### src/rtl/arc4_pkg.sv
// Shared ARC4 scheduler types: sequencer states, S-memory owner encoding and memory geometry.
// Pure declarations; no logic, no latency.
package arc4_pkg;

    localparam int S_DEPTH  = 256;
    localparam int S_ADDR_W = $clog2(S_DEPTH);

    typedef enum logic [3:0] {
        ST_IDLE,
        ST_I_GO,
        ST_I_RUN,
        ST_I_WAIT,
        ST_K_GO,
        ST_K_RUN,
        ST_K_WAIT,
        ST_P_GO,
        ST_P_RUN,
        ST_P_WAIT,
        ST_DONE
    } sched_state_t;

    typedef enum logic [1:0] {
        OWN_NONE,
        OWN_INIT,
        OWN_KSA,
        OWN_PRGA
    } owner_t;

    function automatic owner_t state_owner(input sched_state_t s);
        case (s)
            ST_I_GO, ST_I_RUN, ST_I_WAIT: return OWN_INIT;
            ST_K_GO, ST_K_RUN, ST_K_WAIT: return OWN_KSA;
            ST_P_GO, ST_P_RUN, ST_P_WAIT: return OWN_PRGA;
            default:                      return OWN_NONE;
        endcase
    endfunction

endpackage

### src/rtl/arc4_mem_mux.sv
// 3:1 S-memory port mux selected by owner, plus detection of writes from non-owners.
// Purely combinational, zero latency; non-owner writes are dropped and flagged.
module arc4_mem_mux
    import arc4_pkg::*;
#(
    parameter int ADDR_W = S_ADDR_W,
    parameter int DATA_W = 8
) (
    input  owner_t            owner_i,
    input  logic [ADDR_W-1:0] init_addr_i,
    input  logic [DATA_W-1:0] init_wrdata_i,
    input  logic              init_wren_i,
    input  logic [ADDR_W-1:0] ksa_addr_i,
    input  logic [DATA_W-1:0] ksa_wrdata_i,
    input  logic              ksa_wren_i,
    input  logic [ADDR_W-1:0] prga_addr_i,
    input  logic [DATA_W-1:0] prga_wrdata_i,
    input  logic              prga_wren_i,
    output logic [ADDR_W-1:0] s_addr_o,
    output logic [DATA_W-1:0] s_wrdata_o,
    output logic              s_wren_o,
    output logic              illegal_o
);

    always_comb begin
        s_addr_o   = '0;
        s_wrdata_o = '0;
        s_wren_o   = 1'b0;
        case (owner_i)
            OWN_INIT: begin
                s_addr_o   = init_addr_i;
                s_wrdata_o = init_wrdata_i;
                s_wren_o   = init_wren_i;
            end
            OWN_KSA: begin
                s_addr_o   = ksa_addr_i;
                s_wrdata_o = ksa_wrdata_i;
                s_wren_o   = ksa_wren_i;
            end
            OWN_PRGA: begin
                s_addr_o   = prga_addr_i;
                s_wrdata_o = prga_wrdata_i;
                s_wren_o   = prga_wren_i;
            end
            default: ;
        endcase
    end

    assign illegal_o = (init_wren_i && (owner_i != OWN_INIT)) ||
                       (ksa_wren_i  && (owner_i != OWN_KSA))  ||
                       (prga_wren_i && (owner_i != OWN_PRGA));

endmodule

### src/rtl/arc4_sched.sv
// Sequences init -> ksa -> prga over their en/rdy handshakes and grants the single S-memory port.
// Port mux adds no latency; en is only taken while rdy=1 and is otherwise dropped.
module arc4_sched
    import arc4_pkg::*;
#(
    parameter int ADDR_W   = S_ADDR_W,
    parameter int DATA_W   = 8,
    parameter int WDOG_CYC = 0
) (
    input  logic              clk,
    input  logic              rst,
    input  logic              en,
    output logic              rdy,
    output logic              done,
    output logic              err,
    output logic [1:0]        phase,
    output logic              init_en,
    input  logic              init_rdy,
    input  logic [ADDR_W-1:0] init_addr,
    input  logic [DATA_W-1:0] init_wrdata,
    input  logic              init_wren,
    output logic [DATA_W-1:0] init_rddata,
    output logic              ksa_en,
    input  logic              ksa_rdy,
    input  logic [ADDR_W-1:0] ksa_addr,
    input  logic [DATA_W-1:0] ksa_wrdata,
    input  logic              ksa_wren,
    output logic [DATA_W-1:0] ksa_rddata,
    output logic              prga_en,
    input  logic              prga_rdy,
    input  logic [ADDR_W-1:0] prga_addr,
    input  logic [DATA_W-1:0] prga_wrdata,
    input  logic              prga_wren,
    output logic [DATA_W-1:0] prga_rddata,
    output logic [ADDR_W-1:0] s_addr,
    output logic [DATA_W-1:0] s_wrdata,
    output logic              s_wren,
    input  logic [DATA_W-1:0] s_rddata
);

    localparam int              WD_W   = (WDOG_CYC < 1) ? 1 : $clog2(WDOG_CYC + 1);
    localparam logic [WD_W-1:0] WD_MAX = WD_W'(WDOG_CYC);

    sched_state_t    state_q, state_d;
    logic            err_q, err_d;
    logic            seen_q, seen_d;
    logic [WD_W-1:0] wd_q, wd_d;
    owner_t          owner;
    logic            illegal;
    logic            enter_go;

    assign owner = state_owner(state_q);

    always_ff @(posedge clk or posedge rst) begin
        if (rst) begin
            state_q <= ST_IDLE;
            err_q   <= 1'b0;
            seen_q  <= 1'b0;
            wd_q    <= '0;
        end else begin
            state_q <= state_d;
            err_q   <= err_d;
            seen_q  <= seen_d;
            wd_q    <= wd_d;
        end
    end

    // seen_q marks a RUN cycle with rdy still high; a second one means a zero-time engine.
    always_comb begin
        state_d  = state_q;
        err_d    = err_q;
        seen_d   = 1'b0;
        wd_d     = wd_q;
        enter_go = 1'b0;
        case (state_q)
            ST_IDLE, ST_DONE: if (en) state_d = ST_I_GO;
            ST_I_GO:   if (init_rdy) state_d = ST_I_RUN;
            ST_I_RUN:  if (!init_rdy) state_d = ST_I_WAIT;
                       else if (seen_q) state_d = ST_K_GO;
                       else seen_d = 1'b1;
            ST_I_WAIT: if (init_rdy) state_d = ST_K_GO;
            ST_K_GO:   if (ksa_rdy) state_d = ST_K_RUN;
            ST_K_RUN:  if (!ksa_rdy) state_d = ST_K_WAIT;
                       else if (seen_q) state_d = ST_P_GO;
                       else seen_d = 1'b1;
            ST_K_WAIT: if (ksa_rdy) state_d = ST_P_GO;
            ST_P_GO:   if (prga_rdy) state_d = ST_P_RUN;
            ST_P_RUN:  if (!prga_rdy) state_d = ST_P_WAIT;
                       else if (seen_q) state_d = ST_DONE;
                       else seen_d = 1'b1;
            ST_P_WAIT: if (prga_rdy) state_d = ST_DONE;
            default:   state_d = ST_IDLE;
        endcase

        // Watchdog outranks a phase completing on the very cycle the limit is reached.
        if (owner != OWN_NONE) begin
            if (wd_q != WD_MAX) wd_d = wd_q + WD_W'(1);
            if ((WDOG_CYC != 0) && (wd_d == WD_MAX)) begin
                state_d = ST_DONE;
                err_d   = 1'b1;
            end
        end

        if (illegal) err_d = 1'b1;
        if (rdy && en) err_d = 1'b0;

        enter_go = (state_d != state_q) &&
                   ((state_d == ST_I_GO) || (state_d == ST_K_GO) || (state_d == ST_P_GO));
        if (enter_go) wd_d = '0;
        if (state_d == ST_DONE) seen_d = 1'b0;
    end

    assign rdy     = (state_q == ST_IDLE) || (state_q == ST_DONE);
    assign done    = (state_q == ST_DONE);
    assign err     = err_q;
    assign phase   = owner;
    assign init_en = (state_q == ST_I_GO) && init_rdy;
    assign ksa_en  = (state_q == ST_K_GO) && ksa_rdy;
    assign prga_en = (state_q == ST_P_GO) && prga_rdy;

    assign init_rddata = s_rddata;
    assign ksa_rddata  = s_rddata;
    assign prga_rddata = s_rddata;

    arc4_mem_mux #(
        .ADDR_W (ADDR_W),
        .DATA_W (DATA_W)
    ) u_mux (
        .owner_i       (owner),
        .init_addr_i   (init_addr),
        .init_wrdata_i (init_wrdata),
        .init_wren_i   (init_wren),
        .ksa_addr_i    (ksa_addr),
        .ksa_wrdata_i  (ksa_wrdata),
        .ksa_wren_i    (ksa_wren),
        .prga_addr_i   (prga_addr),
        .prga_wrdata_i (prga_wrdata),
        .prga_wren_i   (prga_wren),
        .s_addr_o      (s_addr),
        .s_wrdata_o    (s_wrdata),
        .s_wren_o      (s_wren),
        .illegal_o     (illegal)
    );

endmodule
### config.mk
export PLATFORM = sky130hd
export DESIGN_NAME = arc4_sched
export DESIGN_NICKNAME = d
export VERILOG_FILES = /design/src/rtl/arc4_pkg.sv /design/src/rtl/arc4_mem_mux.sv /design/src/rtl/arc4_sched.sv
export SDC_FILE = /design/constraint.sdc
export NUM_CORES = 1
export LEC_CHECK = 0
export ABC_AREA = 1
export BUFFER_PORTS_ARGS = -buffer_cell sky130_fd_sc_hd__buf_2
export CAP_MARGIN = 5
export CORE_MARGIN = 1.5
export CORE_UTILIZATION = 33
export CTS_BUF_LIST = sky130_fd_sc_hd__clkbuf_4
export CTS_CLUSTER_DIAMETER = 50
export DETAILED_ROUTE_END_ITERATION = 8
export PLACE_DENSITY = 0.78
export SLEW_MARGIN = 20
export SYNTH_ARGS = -nofsm -noshare
export SYNTH_HDL_FRONTEND = slang
export SYNTH_SLANG_ARGS = --single-unit
export TNS_END_PERCENT = 5
### constraint.sdc
create_clock -name clk -period 1.31 [get_ports clk]
set_clock_uncertainty 0.2 [all_clocks]
set_input_delay 0 -clock clk [delete_from_list [all_inputs] [get_ports clk]]
set_output_delay 0 -clock clk [all_outputs]
set_load 0.02 [all_outputs]
==> flow_summary.json <==
{
  "crit_chain": "nor2_4 > nand2_8 > nand2_8 > nand3_2 > nand3_4 > buf_2",
  "fp.dieArea_mm2": 0.00380,
  "ys_seq_area_share_pct": 13.2,
  "crit_fanout": 10,
  "routabilityCongestion": 0.883,
  "avgSynthCellArea_um2": 5.65,
  "synth_cell_type_count": 20,
  "tns_ns": -9.02,
  "stdcell_count": 344,
  "outcome": "finished with violations",
  "place_ws_ns": -0.231,
  "worstSetupStartpointType": "register",
  "htreeDepth": 1,
  "nNetsFinal": 364,
  "synth_fp_nets": 266,
  "hp-class": "input port to primary output",
  "placed_cells": 318,
  "fp-row-count": 21,
  "cp-end-kind": "primary output",
  "cts.reportedPaths.clkPinSlew_ns": 0.05,
  "power_mw": 4.56,
  "vdd_drop_max_mv": 0.938,
  "port_buffers": 81,
  "ys_warn_count": 0,
  "slew_viol_final": 0,
  "ys_seq_elements": 6,
  "stdcell_area_mm2": 0.00214,
  "drcViolationCount": 0,
  "nFillCells": 307,
  "clk_latency_ns": 0.25,
  "grt_max_degree": 20,
  "core_mm2": 0.00331,
  "required_ns": 1.11,
  "slowest_stage": "dfrtp_2",
  "dr.pass1.iters": 4,
  "max_stage_delay_ns": 0.45,
  "globalRouteTotalUtil_pct": 17.7,
  "grt.overflow.total": 0,
  "cts_sinks": 6,
  "grt_pass1_vias": 1302,
  "cp.arrival_ns": 1.49,
  "vias_per_cell": 4.87,
  "hpwl_mm": 2.88,
  "grt_pass1_wl_mm": 5.18,
  "n_antenna_cell": 0,
  "die-height_um": 61.6,
  "cts_tree": "done",
  "start_util_pct": 34.3,
  "dpl_cell_area_mm2": 0.00174,
  "crit_family": "simple AND/OR/NAND/NOR gates",
  "yosys.area.top_type_share_pct": 26.5,
  "layout_common_cells": "66 x buf_2, 40 x nand2_1, 40 x nand3_1",
  "drt_wl_total_mm": 4.01,
  "ant_nets": 0,
  "power_density_mw_per_mm2": 2130,
  "hold_viol": 0,
  "setup_viol": 30,
  "syn_inst": 201,
  "drive_above_1_share_pct": 52.7,
  "cts_buffers": 3,
  "rsz0062_at_grt": "yes",
  "worst_pin_slew_ns": 0.602,
  "crit_path_frequent_cell": "nand2_8",
  "area_delta_synth_final_pct": 88.2,
  "drtIter0Drc": 77,
  "clock.fmax_mhz": 592,
  "critPathKind": "register to primary output",
  "worst-path-buf-inv": 1,
  "leakage_nw": 1.14,
  "antenna_found_initial": 0,
  "ys_top_cells_by_area": "nand3_1 26%, buf_4 17%, nand2_1 15%",
  "cap_violations": 0,
  "fin_crit_ns": 1.69,
  "synth_top_cell_by_area": "nand3_1",
  "ios": 114,
  "cts.path.max_buffers": 2,
  "layout_commonest_cell": "buf_2",
  "root_buffer": "clkbuf_4",
  "synth_area_mm2": 0.00113,
  "die_x_um": 61.6,
  "wire_per_inst_um": 11.7,
  "fin_ws_ns": -0.380,
  "violations": "negative setup slack",
  "slew_headroom_pct": 59.7,
  "vias": 1675,
  "fin_crit_sh_pct": 129
}
==> kinds of logic (layout without fill, tap and decap cells) <==
logic type,after synthesis,in the layout,share of synthesized area [%]
buf+inv,50,145,26.7
flops,6,6,13.2
simple gates,134,136,55.0
compound gates,11,11,5.07
==> Yosys cell counts <==
master	instances
a21oi_1	5
buf_2	2
buf_4	26
buf_6	2
clkbuf_1	1
dfrtp_1	6
inv_1	18
inv_2	1
nand2_1	46
nand2_2	1
nand2_4	2
nand3_1	60
nand4_1	2
nor2_1	17
nor2_2	1
nor2_4	2
nor3_1	2
nor3b_1	1
o211ai_1	1
o21ai_0	5
==> metrics by stage <==
step	utilization [%]	hold WS (ns)
5_1_grt	64.5	0.144
6_report	64.5	0.119
2_1_floorplan	-	-0.409
3_3_place_gp	52.5	-0.283
3_5_place_dp	52.5	-0.284
4_1_cts	60.6	0.135
==> registers in the layout (all words and copies together), names as in the netlist <==
name     count
state_q      4
err          1
seen_q       1
==> worst min-delay path: cells and delay by family <==
| kind | cells | cell delay, ns |
|---|---|---|
| buf+inv | 2 | 0.21 |
| simple gates | 2 | 0.11 |
==> path summary, 6_finish.rpt <==
path	to	cells after the start	startpoint	slack [ns]
worst min-delay path	s_wrdata[1]	4	init_wrdata[1]	0.12
worst max-delay path	s_wrdata[2]	6	state_q[2]	-0.38
worst max register to register	seen_q	6	state_q[2]	-0.21
min in group asynchronous	seen_q	4	rst	0.55
worst min register to register	seen_q	3	seen_q	0.39
max in group asynchronous	state_q[0]	4	rst	0.14
==> power breakdown <==
| group | total, mW | switching [mW] | internal [mW] |
|---|---|---|---|
| sequential | 0.396 | 0.125 | 0.271 |
| clock | 0.208 | 0.0720 | 0.136 |
| combinational | 3.95 | 2.30 | 1.65 |
| total | 4.56 | 2.50 | 2.06 |
==> area by class of cell <==
| class | count | area [um^2] | area share (%) |
|---|---|---|---|
| repair buffers | 122 | 833 | 39.0 |
| inverters | 19 | 76.3 | 3.57 |
| multi-input cells | 147 | 983 | 46.0 |
| well taps | 46 | 57.6 | 2.69 |
| clock buffers | 4 | 30.0 | 1.41 |
| flip-flops and latches | 6 | 155 | 7.26 |
==> routing by layer <==
layer | track usage, % | vias up | part of all wire, %
li1 | - | 838 | -
met3 | 4.20 | 2 | 8.0
met1 | 19.7 | 757 | 39
met4 | 2.13 | 0 | 0.30
met5 | 0 | - | 0
met2 | 34.4 | 78 | 52
==> timing repair <==
action	CTS	global route
gates cloned	0	2
setup buffers	1	2
setup endpoints to repair	30	30
resized for setup	20	25
endpoints found under the hold margin	36	0
pin swaps	2	5
hold buffers	17	0
(Power assumes the default switching activity.)
